$ cat src/rtl/tropang_pkg.sv
`default_nettype none
// ============================================================================
//  tropang_pkg : shared types and default constants for the Tropical Angel
//  ROM loader.                                               Rev 1.0
// ============================================================================
package tropang_pkg;

    localparam int ADDR_W     = 25;
    localparam int BYTE_CNT_W = 17;

    localparam logic [ADDR_W-1:0] MAIN_END_DEF  = 25'h08000;
    localparam logic [ADDR_W-1:0] SND_END_DEF   = 25'h0A000;
    localparam logic [ADDR_W-1:0] GFX_END_DEF   = 25'h1E000;
    localparam logic [ADDR_W-1:0] PROM_END_DEF  = 25'h1E400;
    localparam int                SETTLE_DEF    = 256;
    localparam logic [7:0]        ROM_INDEX_DEF = 8'd0;
    localparam logic [7:0]        DIP_INDEX_DEF = 8'd254;

    typedef enum logic [1:0] {
        REG_MAIN = 2'd0,
        REG_SND  = 2'd1,
        REG_GFX  = 2'd2,
        REG_PROM = 2'd3
    } region_e;

    typedef enum logic [1:0] {
        ST_HOLD   = 2'd0,
        ST_LOAD   = 2'd1,
        ST_SETTLE = 2'd2,
        ST_RUN    = 2'd3
    } state_e;

    function automatic logic [3:0] region_onehot(input region_e r);
        return 4'b0001 << r;
    endfunction

endpackage
`default_nettype wire

$ cat src/rtl/rom_region_decode.sv
`default_nettype none
// ============================================================================
//  rom_region_decode : maps a download byte address to its ROM region,
//  region-relative address and an out-of-range flag.         Rev 1.0
// ============================================================================
module rom_region_decode
    import tropang_pkg::*;
#(
    parameter logic [ADDR_W-1:0] MAIN_END = MAIN_END_DEF,
    parameter logic [ADDR_W-1:0] SND_END  = SND_END_DEF,
    parameter logic [ADDR_W-1:0] GFX_END  = GFX_END_DEF,
    parameter logic [ADDR_W-1:0] PROM_END = PROM_END_DEF
) (
    input  logic [ADDR_W-1:0] addr_i,
    output logic [3:0]        hit_o,
    output logic [ADDR_W-1:0] rel_addr_o,
    output logic              oor_o
);

    region_e            region_d;
    logic [ADDR_W-1:0]  base_d;

    always_comb begin
        region_d = REG_MAIN;
        base_d   = '0;
        oor_o    = 1'b0;
        if (addr_i < MAIN_END) begin
            region_d = REG_MAIN;
            base_d   = '0;
        end else if (addr_i < SND_END) begin
            region_d = REG_SND;
            base_d   = MAIN_END;
        end else if (addr_i < GFX_END) begin
            region_d = REG_GFX;
            base_d   = SND_END;
        end else if (addr_i < PROM_END) begin
            region_d = REG_PROM;
            base_d   = GFX_END;
        end else begin
            oor_o    = 1'b1;
        end
        hit_o      = oor_o ? 4'b0000 : region_onehot(region_d);
        rel_addr_o = oor_o ? '0 : (addr_i - base_d);
    end

endmodule
`default_nettype wire

$ cat src/rtl/rom_load_ctrl.sv
`default_nettype none
// ============================================================================
//  rom_load_ctrl : steers the ioctl download stream into ROM regions, latches
//  the DIP bank and sequences the game-core reset.           Rev 1.0
// ============================================================================
module rom_load_ctrl
    import tropang_pkg::*;
#(
    parameter logic [ADDR_W-1:0] MAIN_END      = MAIN_END_DEF,
    parameter logic [ADDR_W-1:0] SND_END       = SND_END_DEF,
    parameter logic [ADDR_W-1:0] GFX_END       = GFX_END_DEF,
    parameter logic [ADDR_W-1:0] PROM_END      = PROM_END_DEF,
    parameter int                SETTLE_CYCLES = SETTLE_DEF,
    parameter logic [7:0]        ROM_INDEX     = ROM_INDEX_DEF,
    parameter logic [7:0]        DIP_INDEX     = DIP_INDEX_DEF
) (
    input  logic              clk_sys,
    input  logic              reset_n,
    input  logic              ext_reset,
    input  logic              ioctl_download,
    input  logic              ioctl_wr,
    input  logic [ADDR_W-1:0] ioctl_addr,
    input  logic [7:0]        ioctl_dout,
    input  logic [7:0]        ioctl_index,
    output logic [3:0]        rom_we,
    output logic [ADDR_W-1:0] rom_addr,
    output logic [7:0]        rom_data,
    output logic [63:0]       dip_sw,
    output logic              core_reset_n,
    output logic              load_done,
    output logic              load_error
);

    localparam int SETTLE_W = (SETTLE_CYCLES > 1) ? $clog2(SETTLE_CYCLES) : 1;
    localparam logic [SETTLE_W-1:0]   SETTLE_LAST = SETTLE_W'(SETTLE_CYCLES - 1);
    localparam logic [BYTE_CNT_W-1:0] TOTAL_BYTES = PROM_END[BYTE_CNT_W-1:0];

    state_e                  state_q;
    logic [SETTLE_W-1:0]     settle_q;
    logic [BYTE_CNT_W-1:0]   bytes_q;
    logic                    done_q;
    logic                    err_q;
    logic                    core_rst_n_q;
    logic [3:0]              rom_we_q;
    logic [ADDR_W-1:0]       rom_addr_q;
    logic [7:0]              rom_data_q;
    logic [63:0]             dip_q;

    logic [3:0]              dec_hit;
    logic [ADDR_W-1:0]       dec_rel;
    logic                    dec_oor;

    logic                    rom_acc_d;
    logic                    dip_acc_d;
    logic                    load_entry_d;
    logic [BYTE_CNT_W-1:0]   bytes_base_d;
    logic [BYTE_CNT_W-1:0]   bytes_d;
    logic                    err_d;
    logic                    err_exit_d;

    rom_region_decode #(
        .MAIN_END (MAIN_END),
        .SND_END  (SND_END),
        .GFX_END  (GFX_END),
        .PROM_END (PROM_END)
    ) u_decode (
        .addr_i     (ioctl_addr),
        .hit_o      (dec_hit),
        .rel_addr_o (dec_rel),
        .oor_o      (dec_oor)
    );

    // Entry clears the counter and error in the same cycle a first byte may
    // arrive, so the first byte is folded onto the cleared base.
    always_comb begin
        rom_acc_d    = ioctl_wr && ioctl_download && (ioctl_index == ROM_INDEX);
        dip_acc_d    = ioctl_wr && (ioctl_index == DIP_INDEX) && (ioctl_addr[ADDR_W-1:3] == '0);
        load_entry_d = ioctl_download && (ioctl_index == ROM_INDEX) && (state_q != ST_LOAD);
        bytes_base_d = load_entry_d ? '0 : bytes_q;
        bytes_d      = bytes_base_d;
        if (rom_acc_d && !dec_oor && (bytes_base_d != '1)) begin
            bytes_d = bytes_base_d + 1'b1;
        end
        err_d        = (load_entry_d ? 1'b0 : err_q) | (rom_acc_d && dec_oor);
        err_exit_d   = err_q | (bytes_q != TOTAL_BYTES);
    end

    always_ff @(posedge clk_sys or negedge reset_n) begin
        if (!reset_n) begin
            rom_we_q   <= '0;
            rom_addr_q <= '0;
            rom_data_q <= '0;
            dip_q      <= '0;
        end else begin
            rom_we_q <= '0;
            if (rom_acc_d && !dec_oor) begin
                rom_we_q   <= dec_hit;
                rom_addr_q <= dec_rel;
                rom_data_q <= ioctl_dout;
            end
            if (dip_acc_d) begin
                dip_q[{ioctl_addr[2:0], 3'b000} +: 8] <= ioctl_dout;
            end
        end
    end

    always_ff @(posedge clk_sys or negedge reset_n) begin
        if (!reset_n) begin
            state_q      <= ST_HOLD;
            settle_q     <= '0;
            bytes_q      <= '0;
            done_q       <= 1'b0;
            err_q        <= 1'b0;
            core_rst_n_q <= 1'b0;
        end else begin
            case (state_q)
                ST_LOAD: begin
                    if (!ioctl_download) begin
                        // An errored set still runs; the error is only flagged.
                        state_q  <= ST_SETTLE;
                        settle_q <= '0;
                        err_q    <= err_exit_d;
                        done_q   <= !err_exit_d;
                    end else begin
                        bytes_q  <= bytes_d;
                        err_q    <= err_d;
                    end
                end
                default: begin
                    if (load_entry_d) begin
                        state_q      <= ST_LOAD;
                        bytes_q      <= bytes_d;
                        err_q        <= err_d;
                        done_q       <= 1'b0;
                        core_rst_n_q <= 1'b0;
                    end else if (state_q == ST_SETTLE) begin
                        if (ext_reset) begin
                            settle_q <= '0;
                        end else if (settle_q == SETTLE_LAST) begin
                            state_q      <= ST_RUN;
                            core_rst_n_q <= 1'b1;
                        end else begin
                            settle_q <= settle_q + 1'b1;
                        end
                    end else if ((state_q == ST_RUN) && ext_reset) begin
                        state_q      <= ST_SETTLE;
                        settle_q     <= '0;
                        core_rst_n_q <= 1'b0;
                    end
                end
            endcase
        end
    end

    assign rom_we       = rom_we_q;
    assign rom_addr     = rom_addr_q;
    assign rom_data     = rom_data_q;
    assign dip_sw       = dip_q;
    assign core_reset_n = core_rst_n_q;
    assign load_done    = done_q;
    assign load_error   = err_q;

endmodule
`default_nettype wire

$ cat config.mk
export PLATFORM = sky130hd
export DESIGN_NAME = rom_load_ctrl
export DESIGN_NICKNAME = d
export VERILOG_FILES = /design/src/rtl/tropang_pkg.sv /design/src/rtl/rom_region_decode.sv /design/src/rtl/rom_load_ctrl.sv
export SDC_FILE = /design/constraint.sdc
export NUM_CORES = 1
export LEC_CHECK = 0
export ABC_AREA = 1
export BUFFER_PORTS_ARGS = -buffer_cell sky130_fd_sc_hd__buf_2
export CELL_PAD_IN_SITES_DETAIL_PLACEMENT = 1
export CELL_PAD_IN_SITES_GLOBAL_PLACEMENT = 2
export CORE_ASPECT_RATIO = 1.25
export CORE_MARGIN = 8
export CORE_UTILIZATION = 28
export CTS_BUF_LIST = sky130_fd_sc_hd__clkbuf_4 sky130_fd_sc_hd__clkbuf_8
export DETAILED_ROUTE_END_ITERATION = 10
export PLACE_DENSITY = 0.71
export SYNTH_ARGS = -nofsm -noshare
export SYNTH_HDL_FRONTEND = slang
export SYNTH_SLANG_ARGS = --single-unit
$ cat constraint.sdc
create_clock -name clk_sys -period 3.74 [get_ports clk_sys]
set_input_delay 0.748 -clock clk_sys [delete_from_list [all_inputs] [get_ports clk_sys]]
set_output_delay 0.748 -clock clk_sys [all_outputs]
set_load 0.02 [all_outputs]
==> results.yml <==
floorplan:
  die_w_um: 155
  io_pins: 150
  dieArea_um2: 29400
  core_um2: 23700
  rows: 63
  die_h_um: 190
  initial_core_util_pct: 28.5
power_and_ir_drop:
  power_leakage_nw: 4.62
  power.share.sequential_pct: 44.7
  swShare_pct: 28.8
  powerDensity_nw_per_um2: 395
  irDropWorstVdd_uv: 214
  internal_power_mw: 2.35
  p_comb_share_pct: 13.5
  switching_power_uw: 950
  clkPwrFrac_pct: 41.7
grt:
  grt_pass1_wl_mm: 37.4
  grt_overflow_total: 0
  grt_max_degree: 71
  grt_pass1_vias: 6683
  track_usage_pct: 16.1
  grt_antenna_before_repair: 0
synthesis:
  ys_async_sr_fraction_pct: 100
  synth.distinct_cells: 42
  ys_ff_latch: 131
  yosysMostFrequentCell: "nand2_1"
  ys_warn_count: 0
  seq_area_frac_synth_pct: 48.4
  synth_area_leaders: "dfrtp_1 (48%), nand2_1 (15%), nand3_1 (5.0%)"
  syn_avg_cell_area_um2: 7.97
  synth_fp_nets: 905
  synth_area_leader_cell: "dfrtp_1"
  netlist_area_um2: 6770
  synth_commonest_cells: "nand2_1 (277), dfrtp_1 (131), inv_1 (68)"
  synth-edff-count: 0
  synth_cells: 849
  synth_flop_cell: "dfrtp_1"
  synth_top_area_share_pct: 48.4
clock_network:
  clockBufferDepth: 2
  cts_buffers: 17
  cts_hold_buf: 0
  clock_sinks: 131
  cts_repair_resize_count: 0
  cts_max_level: 4
  clk_pin_slew_ps: 80
  clk_latency_ps: 440
  cts_setup_buffers: 0
  cts_tree: "yes"
  cts-root-buf: "clkbuf_8"
drt:
  drtPass1Iterations: 5
  drt_wl_total_mm: 22.8
  drtIter0Drc: 302
  vias: 6323
  wl_per_cell_um: 17.0
  drcViolationCount: 0
  antenna_left: 0
  vias_per_cell: 4.70
sta:
  finalSetupViolCount: 0
  slew_viol_final: 0
  tightest_slew_ps: 763
  slew_headroom_pct: 49.0
  fin_skew_ps: 13.8
  setup_tns_ps: 0
  finalCritPeriodShare_pct: 73.1
  fmax_mhz: 366
  finalCriticalPeriod_ps: 2730
  grt_setup_unrepaired: "false"
  timing.hold.ws_ps: 314
  finalHoldViolCount: 0
critical_path:
  critPathCapture: "dip_sw[19]$_DFFE_PN0P_"
  crit_start: "ioctl_addr[0]"
  critPathLaunchType: "input pin"
  reg2reg_depth: 17
  crit_required_ps: 4070
  reg2reg_slack_ps: 1110
  crit-reg2reg-capture: "bytes_q[15]$_DFFE_PN0P_"
  critPathArrivalTime_ps: 3060
  worst-path-max-fanout: 19
  worst-setup-path-type: "input pin to register"
  end_kind: "register"
  r2r-start: "state_q[1]$_DFFE_PN0P_"
flow_run:
  maxCapViolations: 0
status:
  outcome: "finished, final reports clean"
placed_design:
  place.port_buffers: 149
  dp_hpwl_mm: 17.7
  gp_congestion: 0.786
layout:
  drive_gt1_share_pct: 23.4
  area_growth_pct: 23.4
  fin_nets: 1062
  n_fill_cell: 2910
  n_antenna_cell: 0
min_path:
  min_path_type: "input pin to async pin"
[layout make-up]
type / instances / area (µm²) / share of cell area (%)
Clock buffer: 20 / 269 / 3.22
Timing Repair Buffer: 164 / 865 / 10.4
Sequential cell: 131 / 3280 / 39.3
Multi-Input combinational cell: 616 / 3050 / 36.6
Inverter: 76 / 299 / 3.58
Tap cell: 325 / 407 / 4.87
Clock inverter: 12 / 180 / 2.16
[per-layer routing]
| layer | track usage (%) | vias to the layer above | share of wire (%) |
|---|---|---|---|
| met5 | 0 | - | 0 |
| met4 | 4.76 | 0 | 1.5 |
| met3 | 4.84 | 16 | 5.7 |
| met2 | 26.2 | 118 | 48 |
| met1 | 20.3 | 3078 | 45 |
| li1 | - | 3111 | - |
[placed cells by master (no fill, tap or decap), drive strengths merged, types with 7 or more instances in the layout]
master	count
o21ai	43
clkbuf	20
nor2	71
buf	164
clkinv	9
a21oi	10
nor3	46
nand3	70
xnor2	7
nand2	286
dfrtp	131
nor4	9
inv	73
ha	9
nand4	49
[per-stage QoR]
stage / util [%] / instance area (µm²) / total power [mW] / setup slack, ps / instances
6_report: 35.2 / 8350 / 3.30 / 1010 / 1344
5_1_grt: 35.2 / 8350 / 3.48 / 686 / 1344
4_1_cts: 35.2 / 8350 / 3.35 / 999 / 1344
3_5_place_dp: 33.3 / 7900 / 1.96 / 521 / 1312
3_3_place_gp: 33.3 / 7900 / 1.95 / 545 / 1312
2_1_floorplan: - / 6770 / 1.77 / 626 / 849
[logic make-up (layout without fill, tap and decap cells)]
| group | after synthesis | in the layout | share of synthesized area, % |
|---|---|---|---|
| AO/OA/AOI/OAI | 56 | 56 | 4.36 |
| XOR/XNOR | 13 | 13 | 1.68 |
| adder cells (fa/ha/maj) | 10 | 10 | 1.96 |
| buffers and inverters | 102 | 272 | 6.54 |
| flip-flops | 131 | 131 | 48.4 |
| multiplexers | 1 | 1 | 0.148 |
| AND/OR/NAND/NOR | 536 | 536 | 36.9 |
[worst min-delay path by stage]
stage / start / endpoint / depth (start not counted)
floorplan: reset_n / bytes_q[0]$_DFFE_PN0P_ / 0
global placement: dip_sw[40]$_DFFE_PN0P_ / dip_sw[40]$_DFFE_PN0P_ / 2
detailed placement: dip_sw[40]$_DFFE_PN0P_ / dip_sw[40]$_DFFE_PN0P_ / 2
CTS: reset_n / dip_sw[33]$_DFFE_PN0P_ / 1
global route: reset_n / dip_sw[33]$_DFFE_PN0P_ / 1
finish: reset_n / dip_sw[38]$_DFFE_PN0P_ / 1
[critical path, cell delays in order]
cell	delay (ps)
buf_2	210
inv_1	90
ha_1	210
ha_1	290
clkinv_1	410
nor3_1	590
nand2_1	320
nand2_1	130
nand2_1	50
[power groups by stage]
stage | logic (mW) | clock network (mW) | registers [mW]
2_1_floorplan | 0.263 | 0 | 1.51
3_5_place_dp | 0.453 | 0 | 1.50
6_report | 0.446 | 1.38 | 1.47
4_1_cts | 0.455 | 1.42 | 1.48
3_3_place_gp | 0.448 | 0 | 1.50
5_1_grt | 0.513 | 1.49 | 1.48
[state kept, by name, indices dropped and copies added, names as in the netlist, 2 cells and up]
| name | flops |
|---|---|
| dip_sw | 64 |
| rom_addr | 25 |
| bytes_q | 17 |
| rom_data | 8 |
| settle_q | 8 |
| rom_we | 4 |
| state_q | 2 |
Note: power is estimated with default switching activity, not from simulation.
